**config.mk**
```make
export PLATFORM = sky130hd
export DESIGN_NAME = rs422_echo_top
export DESIGN_NICKNAME = d
export VERILOG_FILES = /design/src/rtl/rs422_pkg.sv /design/src/rtl/rs422_uart_rx.sv /design/src/rtl/rs422_echo_top.sv
export SDC_FILE = /design/constraint.sdc
export NUM_CORES = 1
export LEC_CHECK = 0
export ABC_AREA = 1
export ABC_CLOCK_PERIOD_IN_PS = 2130
export BUFFER_PORTS_ARGS = -buffer_cell sky130_fd_sc_hd__buf_2
export CAP_MARGIN = 15
export CORE_MARGIN = 2
export CORE_UTILIZATION = 40
export DETAILED_ROUTE_END_ITERATION = 7
export GPL_TIMING_DRIVEN = 1
export PLACE_DENSITY_LB_ADDON = 0.3
export SLEW_MARGIN = 0
export SYNTH_ARGS = -nofsm -noshare
export SYNTH_HDL_FRONTEND = slang
export SYNTH_SLANG_ARGS = --single-unit
```
**constraint.sdc**
```tcl
create_clock -name clk59m -period 2.13 [get_ports clk59m]
set_input_delay 0.213 -clock clk59m [delete_from_list [all_inputs] [get_ports clk59m]]
set_output_delay 0.213 -clock clk59m [all_outputs]
set_load 0.1 [all_outputs]
```
**src/rtl/rs422_pkg.sv**
```systemverilog
// rtl/rs422_pkg.sv - shared UART states and frame constants for the RS-422 echo block
package rs422_pkg;

  typedef enum logic [2:0] {
    IDLE,
    START,
    DATA,
    PARITY,
    STOP
  } uart_state_t;

  localparam int   DATA_BITS  = 8;
  localparam logic IDLE_LEVEL = 1'b1;

endpackage

```
**src/rtl/rs422_uart_rx.sv**
```systemverilog
// rtl/rs422_uart_rx.sv - 8N1 receiver: synchroniser, start detect, mid-bit sampling
// Optional even parity check when PARITY_EN is defined.
module rs422_uart_rx
  import rs422_pkg::*;
#(
  parameter int CLKS_PER_BIT = 667,
  parameter int SYNC_STAGES  = 2
) (
  input  logic                 clk59m,
  input  logic                 rst,
  input  logic                 i_rxd,
  output logic                 o_rx_valid,
  output logic [DATA_BITS-1:0] o_rx_data
);

  localparam int            CW        = $clog2(CLKS_PER_BIT);
  localparam logic [CW-1:0] BIT_LAST  = CW'(CLKS_PER_BIT - 1);
  localparam logic [CW-1:0] HALF_LAST = CW'(CLKS_PER_BIT / 2 - 1);

  logic [SYNC_STAGES-1:0] r_sync;
  logic                   r_prev;
  uart_state_t            r_state, w_state_nxt;
  logic [CW-1:0]          r_cnt, w_cnt_nxt;
  logic [2:0]             r_bit_idx, w_bit_idx_nxt;
  logic [DATA_BITS-1:0]   r_shift, w_shift_nxt;
  logic                   r_wait_high, w_wait_high_nxt;
  logic                   r_valid, w_valid_nxt;
  logic                   w_rx;
  logic                   w_frame_ok;

  assign w_rx       = r_sync[SYNC_STAGES-1];
  assign o_rx_valid = r_valid;
  assign o_rx_data  = r_shift;

`ifdef PARITY_EN
  logic r_bad, w_bad_nxt;
  assign w_frame_ok = !r_bad;
`else
  assign w_frame_ok = 1'b1;
`endif

  always_ff @(posedge clk59m) begin
    if (rst) begin
      r_sync      <= {SYNC_STAGES{IDLE_LEVEL}};
      r_prev      <= IDLE_LEVEL;
      r_state     <= IDLE;
      r_cnt       <= '0;
      r_bit_idx   <= '0;
      r_shift     <= '0;
      r_wait_high <= 1'b0;
      r_valid     <= 1'b0;
`ifdef PARITY_EN
      r_bad       <= 1'b0;
`endif
    end else begin
      r_sync      <= {r_sync[SYNC_STAGES-2:0], i_rxd};
      r_prev      <= w_rx;
      r_state     <= w_state_nxt;
      r_cnt       <= w_cnt_nxt;
      r_bit_idx   <= w_bit_idx_nxt;
      r_shift     <= w_shift_nxt;
      r_wait_high <= w_wait_high_nxt;
      r_valid     <= w_valid_nxt;
`ifdef PARITY_EN
      r_bad       <= w_bad_nxt;
`endif
    end
  end

  always_comb begin
    w_state_nxt     = r_state;
    w_cnt_nxt       = r_cnt;
    w_bit_idx_nxt   = r_bit_idx;
    w_shift_nxt     = r_shift;
    w_wait_high_nxt = r_wait_high;
    w_valid_nxt     = 1'b0;
`ifdef PARITY_EN
    w_bad_nxt       = r_bad;
`endif
    case (r_state)
      IDLE: begin
        if (r_prev && !w_rx) begin
          w_state_nxt = START;
          w_cnt_nxt   = '0;
`ifdef PARITY_EN
          w_bad_nxt   = 1'b0;
`endif
        end
      end
      START: begin
        // A start bit that is high again at its middle was only a glitch.
        if (r_cnt == HALF_LAST) begin
          w_cnt_nxt     = '0;
          w_bit_idx_nxt = '0;
          w_state_nxt   = w_rx ? IDLE : DATA;
        end else begin
          w_cnt_nxt = r_cnt + CW'(1);
        end
      end
      DATA: begin
        if (r_cnt == BIT_LAST) begin
          w_cnt_nxt     = '0;
          w_shift_nxt   = {w_rx, r_shift[DATA_BITS-1:1]};
          w_bit_idx_nxt = r_bit_idx + 3'd1;
          if (r_bit_idx == 3'(DATA_BITS - 1)) begin
`ifdef PARITY_EN
            w_state_nxt = PARITY;
`else
            w_state_nxt = STOP;
`endif
          end
        end else begin
          w_cnt_nxt = r_cnt + CW'(1);
        end
      end
`ifdef PARITY_EN
      PARITY: begin
        if (r_cnt == BIT_LAST) begin
          w_cnt_nxt   = '0;
          w_bad_nxt   = (w_rx != ^r_shift);
          w_state_nxt = STOP;
        end else begin
          w_cnt_nxt = r_cnt + CW'(1);
        end
      end
`endif
      STOP: begin
        if (r_wait_high) begin
          if (w_rx) begin
            w_wait_high_nxt = 1'b0;
            w_state_nxt     = IDLE;
          end
        end else if (r_cnt == BIT_LAST) begin
          w_cnt_nxt = '0;
          if (!w_rx) begin
            w_wait_high_nxt = 1'b1;
          end else begin
            w_state_nxt = IDLE;
            w_valid_nxt = w_frame_ok;
          end
        end else begin
          w_cnt_nxt = r_cnt + CW'(1);
        end
      end
      default: w_state_nxt = IDLE;
    endcase
  end

endmodule

```
**src/rtl/rs422_echo_top.sv**
```systemverilog
// rtl/rs422_echo_top.sv - RS-422 echo: receiver, one-byte holding register, transmitter
// Even parity bit is appended when PARITY_EN is defined.
module rs422_echo_top
  import rs422_pkg::*;
#(
  parameter int CLKS_PER_BIT = 667,
  parameter int SYNC_STAGES  = 2
) (
  input  logic clk59m,
  input  logic rst,
  input  logic rxd,
  output logic txd,
  output logic send_over
);

  localparam int            CW       = $clog2(CLKS_PER_BIT);
  localparam logic [CW-1:0] BIT_LAST = CW'(CLKS_PER_BIT - 1);
  localparam logic [CW-1:0] SO_CNT   = CW'(CLKS_PER_BIT - 2);

  logic                 w_rx_valid;
  logic [DATA_BITS-1:0] w_rx_data;
  logic [DATA_BITS-1:0] r_hold;
  logic                 r_hold_full;
  logic                 w_take;
  logic                 w_bit_end;

  uart_state_t          r_tx_state, w_tx_state_nxt;
  logic [CW-1:0]        r_tx_cnt, w_tx_cnt_nxt;
  logic [2:0]           r_tx_idx, w_tx_idx_nxt;
  logic [DATA_BITS-1:0] r_tx_data, w_tx_data_nxt;
  logic                 r_txd, w_txd_nxt;
  logic                 r_send_over, w_send_over_nxt;

  rs422_uart_rx #(
    .CLKS_PER_BIT(CLKS_PER_BIT),
    .SYNC_STAGES (SYNC_STAGES)
  ) u_rx (
    .clk59m    (clk59m),
    .rst       (rst),
    .i_rxd     (rxd),
    .o_rx_valid(w_rx_valid),
    .o_rx_data (w_rx_data)
  );

  assign txd       = r_txd;
  assign send_over = r_send_over;
  assign w_bit_end = (r_tx_cnt == BIT_LAST);

  // Taking straight out of the last stop-bit cycle keeps back-to-back frames gapless.
  assign w_take = r_hold_full &&
                  ((r_tx_state == IDLE) || ((r_tx_state == STOP) && w_bit_end));

  always_ff @(posedge clk59m) begin
    if (rst) begin
      r_hold      <= '0;
      r_hold_full <= 1'b0;
    end else if (w_rx_valid && (!r_hold_full || w_take)) begin
      r_hold      <= w_rx_data;
      r_hold_full <= 1'b1;
    end else if (w_take) begin
      r_hold_full <= 1'b0;
    end
  end

  always_ff @(posedge clk59m) begin
    if (rst) begin
      r_tx_state  <= IDLE;
      r_tx_cnt    <= '0;
      r_tx_idx    <= '0;
      r_tx_data   <= '0;
      r_txd       <= IDLE_LEVEL;
      r_send_over <= 1'b0;
    end else begin
      r_tx_state  <= w_tx_state_nxt;
      r_tx_cnt    <= w_tx_cnt_nxt;
      r_tx_idx    <= w_tx_idx_nxt;
      r_tx_data   <= w_tx_data_nxt;
      r_txd       <= w_txd_nxt;
      r_send_over <= w_send_over_nxt;
    end
  end

  always_comb begin
    w_tx_state_nxt  = r_tx_state;
    w_tx_cnt_nxt    = r_tx_cnt;
    w_tx_idx_nxt    = r_tx_idx;
    w_tx_data_nxt   = r_tx_data;
    w_txd_nxt       = r_txd;
    w_send_over_nxt = 1'b0;
    case (r_tx_state)
      IDLE: begin
        if (w_take) begin
          w_tx_state_nxt = START;
          w_tx_cnt_nxt   = '0;
          w_tx_data_nxt  = r_hold;
          w_txd_nxt      = 1'b0;
        end
      end
      START: begin
        if (w_bit_end) begin
          w_tx_cnt_nxt   = '0;
          w_tx_idx_nxt   = '0;
          w_txd_nxt      = r_tx_data[0];
          w_tx_state_nxt = DATA;
        end else begin
          w_tx_cnt_nxt = r_tx_cnt + CW'(1);
        end
      end
      DATA: begin
        if (w_bit_end) begin
          w_tx_cnt_nxt = '0;
          if (r_tx_idx == 3'(DATA_BITS - 1)) begin
`ifdef PARITY_EN
            w_tx_state_nxt = PARITY;
            w_txd_nxt      = ^r_tx_data;
`else
            w_tx_state_nxt = STOP;
            w_txd_nxt      = IDLE_LEVEL;
`endif
          end else begin
            w_tx_idx_nxt = r_tx_idx + 3'd1;
            w_txd_nxt    = r_tx_data[r_tx_idx + 3'd1];
          end
        end else begin
          w_tx_cnt_nxt = r_tx_cnt + CW'(1);
        end
      end
`ifdef PARITY_EN
      PARITY: begin
        if (w_bit_end) begin
          w_tx_cnt_nxt   = '0;
          w_tx_state_nxt = STOP;
          w_txd_nxt      = IDLE_LEVEL;
        end else begin
          w_tx_cnt_nxt = r_tx_cnt + CW'(1);
        end
      end
`endif
      STOP: begin
        if (w_bit_end) begin
          w_tx_cnt_nxt = '0;
          if (w_take) begin
            w_tx_state_nxt = START;
            w_tx_data_nxt  = r_hold;
            w_txd_nxt      = 1'b0;
          end else begin
            w_tx_state_nxt = IDLE;
          end
        end else begin
          w_tx_cnt_nxt    = r_tx_cnt + CW'(1);
          w_send_over_nxt = (r_tx_cnt == SO_CNT);
        end
      end
      default: w_tx_state_nxt = IDLE;
    endcase
  end

endmodule

```
==> results.txt <==
----------------------------------------------------
[Critical path]
  Required time of the critical path ... between 2000 and 2500 ps
  CP bufs+invs ... 1
  Largest driver fanout on the critical path ... 8
  Setup crit start kind ... flip-flop
  Cell family with the largest share of critical-path delay ... simple AND/OR/NAND/NOR gates
  Critical-path cell list ... inv_1, ha_1, nand2_1, nor2_1, nand3_4, o21ai_1, nand2_1, o21ai_4, nor2_1
  Depth of the worst register-to-register path ... 9
  Reg2Reg Capture Point ... u_rx.r_cnt[2]
  Critical Path AT ... 1900 ps
  Setup slack of the most critical reg-to-reg path ... approximately 440 ps
  Peak per-stage delay on the critical path ... between 300 and 400 ps
  Worst setup EP type ... flip-flop
  Worst path slowest cell ... dfxtp_1
  Worst Path Class, Setup ... flip-flop to flip-flop
  Launch point of the worst reg-to-reg path ... u_rx.r_cnt[0]

[Placed design]
  Pre-CTS WS ... ~440 ps
  Number of port buffers ... 4
  Post-placement cell count ... 535
  GP Congestion ... 0.824
  Post-DP HPWL ... between 4 and 5 mm
  Placed instance area ... ~0.0033 mm²

[STA]
  Transition at the pin with the smallest max-transition slack ... approximately 550 ps
  Relative max-transition margin ... 0.633
  Number of endpoints failing setup at the final stage ... 0
  Max Fclk ... about 600 MHz
  Post-route clock skew ... between 10 and 15 ps
  Post-route clock period utilization ... 0.794
  Number of endpoints with negative hold slack in the final report ... 0
  Final-layout setup total negative slack ... 0 ps
  Unrepaired setup endpoints after global routing ... no
  Final setup margin ... 439 ps
  Final Max Slew Viols ... 0
  Final critical-path required period ... between 1500 and 2000 ps

[Yosys]
  Number of synthesized register bits ... 64
  Synthesis warning total ... 0
  Mean cell area of the mapped netlist ... between 7 and 8 µm²
  Sequential share of the synthesized area ... 0.403
  Top cell type by total area after synthesis ... dfxtp_1
  Fraction of synthesized cell area taken by the top area cell type ... 0.403
  Biggest area contributors in the synthesized netlist ... dfxtp_1 40%, nand2_1 9.8%, inv_1 7.0%, nor2_1 6.1%, nand3_1 5.8%
  Netlist area before placement ... ~0.0032 mm²
  Nets in the synthesized netlist ... about 450
  Cells after Synth ... 436
  Count of distinct cell types in the synthesized netlist ... 36

[CTS]
  CTS tree ... yes
  Buffer levels on the longest clock path ... 2
  Latest clock arrival within the worst-skew pair ... 330 ps
  Hold-fix buffer count after cts ... 0
  Total clock sinks ... 64
  CTS H-Tree Depth ... 3
  Root Buffer Master ... clkbuf_8
  Clock-pin slew on the worst setup and hold paths ... 70 ps
  Clock buffer count from CTS ... 9
  Number of setup buffers added after CTS ... 0
  Count of instances resized after the clock tree is built ... 0

[Drt]
  Top layer in use ... met4
  Aggregate routed wire length ... 5.92 mm
  Met2 wire length ... around 2.6 mm
  Post-DRT Antenna Nets ... 0
  Wl on met1 ... roughly 3 mm
  Final routed DRC violation total ... 0
  Amount of wire on met3 after detailed routing ... around 200 µm
  Total via count after detailed routing ... approximately 2600
  WL/cell ... about 11 µm
  First DRT Iteration DRCs ... around 110
  Drt first pass iters ... 6
  Vias per cell ... 4.77

[Global route]
  Initial antenna violation count ... 0
  Number of global-route vias before repair ... 2455
  Overall routing resource usage ... 0.156
  Total congestion overflow after global routing ... 0
  Largest net degree at the start of global routing ... 33
  Wire length of the first global-routing pass ... 10.9 mm

[Power]
  Reported leakage power ... around 1.4 nW
  Total power per unit cell area ... 775 mW/mm²
  Max VDD drop ... about 0.52 mV

[Floorplan]
  Starting density of the core ... 0.412
  # rows ... 32
  Floorplan die height ... roughly 93 µm
  Width of the die ... a little over 90 µm
  Overall die area ... a little under 0.009 mm²
  Area inside the core boundary ... 0.00773 mm²
  Io pins ... 5

[Job]
  Max-Cap Viols ... 0

[Final layout]
  Number of filler cells placed in the layout ... about 760
  Antenna Diode Count ... 0
  Final standard cell utilization of the core ... 0.451
  Layout area overhead ... 9.48%
  Proportion of layout cells with a drive suffix above 1 ... 0.129
  Layout Cell Area excl Fill ... between 0.003 and 0.004 mm²
  Final layout net count ... 457
  Number of cells in the finished layout apart from fillers ... approximately 550

[Worst hold path]
  Number of cells traversed by the worst hold path ... 2
  Worst Hold Endpoint ... u_rx.r_sync[0]
  Classification of the worst-slack hold path ... input pin to flip-flop
  Hold_sp ... rxd

[Outcome]
  Result of the run ... completed

----------------------------------------------------
report_power, final:
group	internal (mW)	total [mW]	switching, mW
clock	0.607	1.05	0.439
combinational	0.119	0.407	0.288
sequential	1.22	1.25	0.0241
total	1.95	2.70	0.751
synth_stat cells (all sizes together):
cell type / count
a21oi: 32
a221oi: 1
buf: 5
clkbuf: 4
clkinv: 1
dfxtp: 64
ha: 10
inv: 62
nand2: 91
nand3: 41
nand3b: 1
nand4: 5
nor2: 62
nor3: 4
nor4: 2
o21a: 1
o21ai: 37
o21bai: 1
or2: 4
or3: 1
xor2: 7
area by class of cell:
cell class / count / area, µm² / share of cell area
clock inverters: 2 / 37.5 / 0.0108
flip-flops and latches: 64 / 1280 / 0.368
multi-input cells: 300 / 1600 / 0.458
inverters: 63 / 241 / 0.0693
clock buffers: 14 / 163 / 0.0467
well taps: 102 / 128 / 0.0367
repair buffers: 6 / 35.0 / 0.0101
layer usage:
layer / GRT usage / vias to the layer above
li1: - / 1404
met1: 0.201 / 1177
met2: 0.243 / 40
met3: 0.0564 / 6
met4: 0.0515 / 0
met5: 0 / -
flip-flops by register name, summed over array words and instances (netlist names):
signal,cells
r_tx_cnt,10
u_rx.r_cnt,10
send_over,1
u_rx.r_prev,1
r_tx_idx,3
u_rx.r_bit_idx,3
u_rx.r_wait_high,1
u_rx.o_rx_valid,1
r_hold,8
u_rx.r_sync,2
u_rx.o_rx_data,8
r_hold_full,1
r_tx_state,3
r_tx_data,8
txd,1
u_rx.r_state,3
through the flow:
step / hold slack (ps) / power (mW)
2_1_floorplan: 282 / 1.62
3_3_place_gp: 393 / 1.67
3_5_place_dp: 399 / 1.68
4_1_cts: 42.7 / 2.74
5_1_grt: 33.0 / 2.87
6_report: 61.0 / 2.70
kinds of logic (layout without fill, tap and decap cells):
kind of cell	after synthesis	in the layout	share of synthesized area
buffers and inverters	72	85	0.0952
DFF	64	64	0.403
xor gates and xnor gates	7	7	0.0193
AOI/OAI and AO/OA	72	72	0.124
adders and majority gates	10	10	0.0393
and+or+nand+nor	211	211	0.319
worst max-delay path by stage:
| stage | to | cells after the start | from | slack, ps |
|---|---|---|---|---|
| 2_1_floorplan | u_rx.r_cnt[2] | 9 | u_rx.r_cnt[0] | 630 |
| 3_3_place_gp | u_rx.r_cnt[2] | 9 | u_rx.r_cnt[0] | 500 |
| 3_5_place_dp | u_rx.r_cnt[8] | 9 | u_rx.r_cnt[0] | 440 |
| 4_1_cts | u_rx.r_cnt[4] | 9 | u_rx.r_cnt[0] | 420 |
| 5_1_grt | u_rx.r_cnt[5] | 9 | u_rx.r_cnt[0] | 270 |
| 6_report | u_rx.r_cnt[2] | 9 | u_rx.r_cnt[0] | 440 |
placed cells by master, fill, tap and decap left out, types with 7 or more instances in the layout:
master and count:
ha_1 10, clkbuf_8 11, dfxtp_1 64, inv_1 59, xor2_1 7, nand3_1 37, nand2_1 83, nor2_1 52
a21oi_1 30, o21ai_0 32
(Power assumes the default switching activity.)
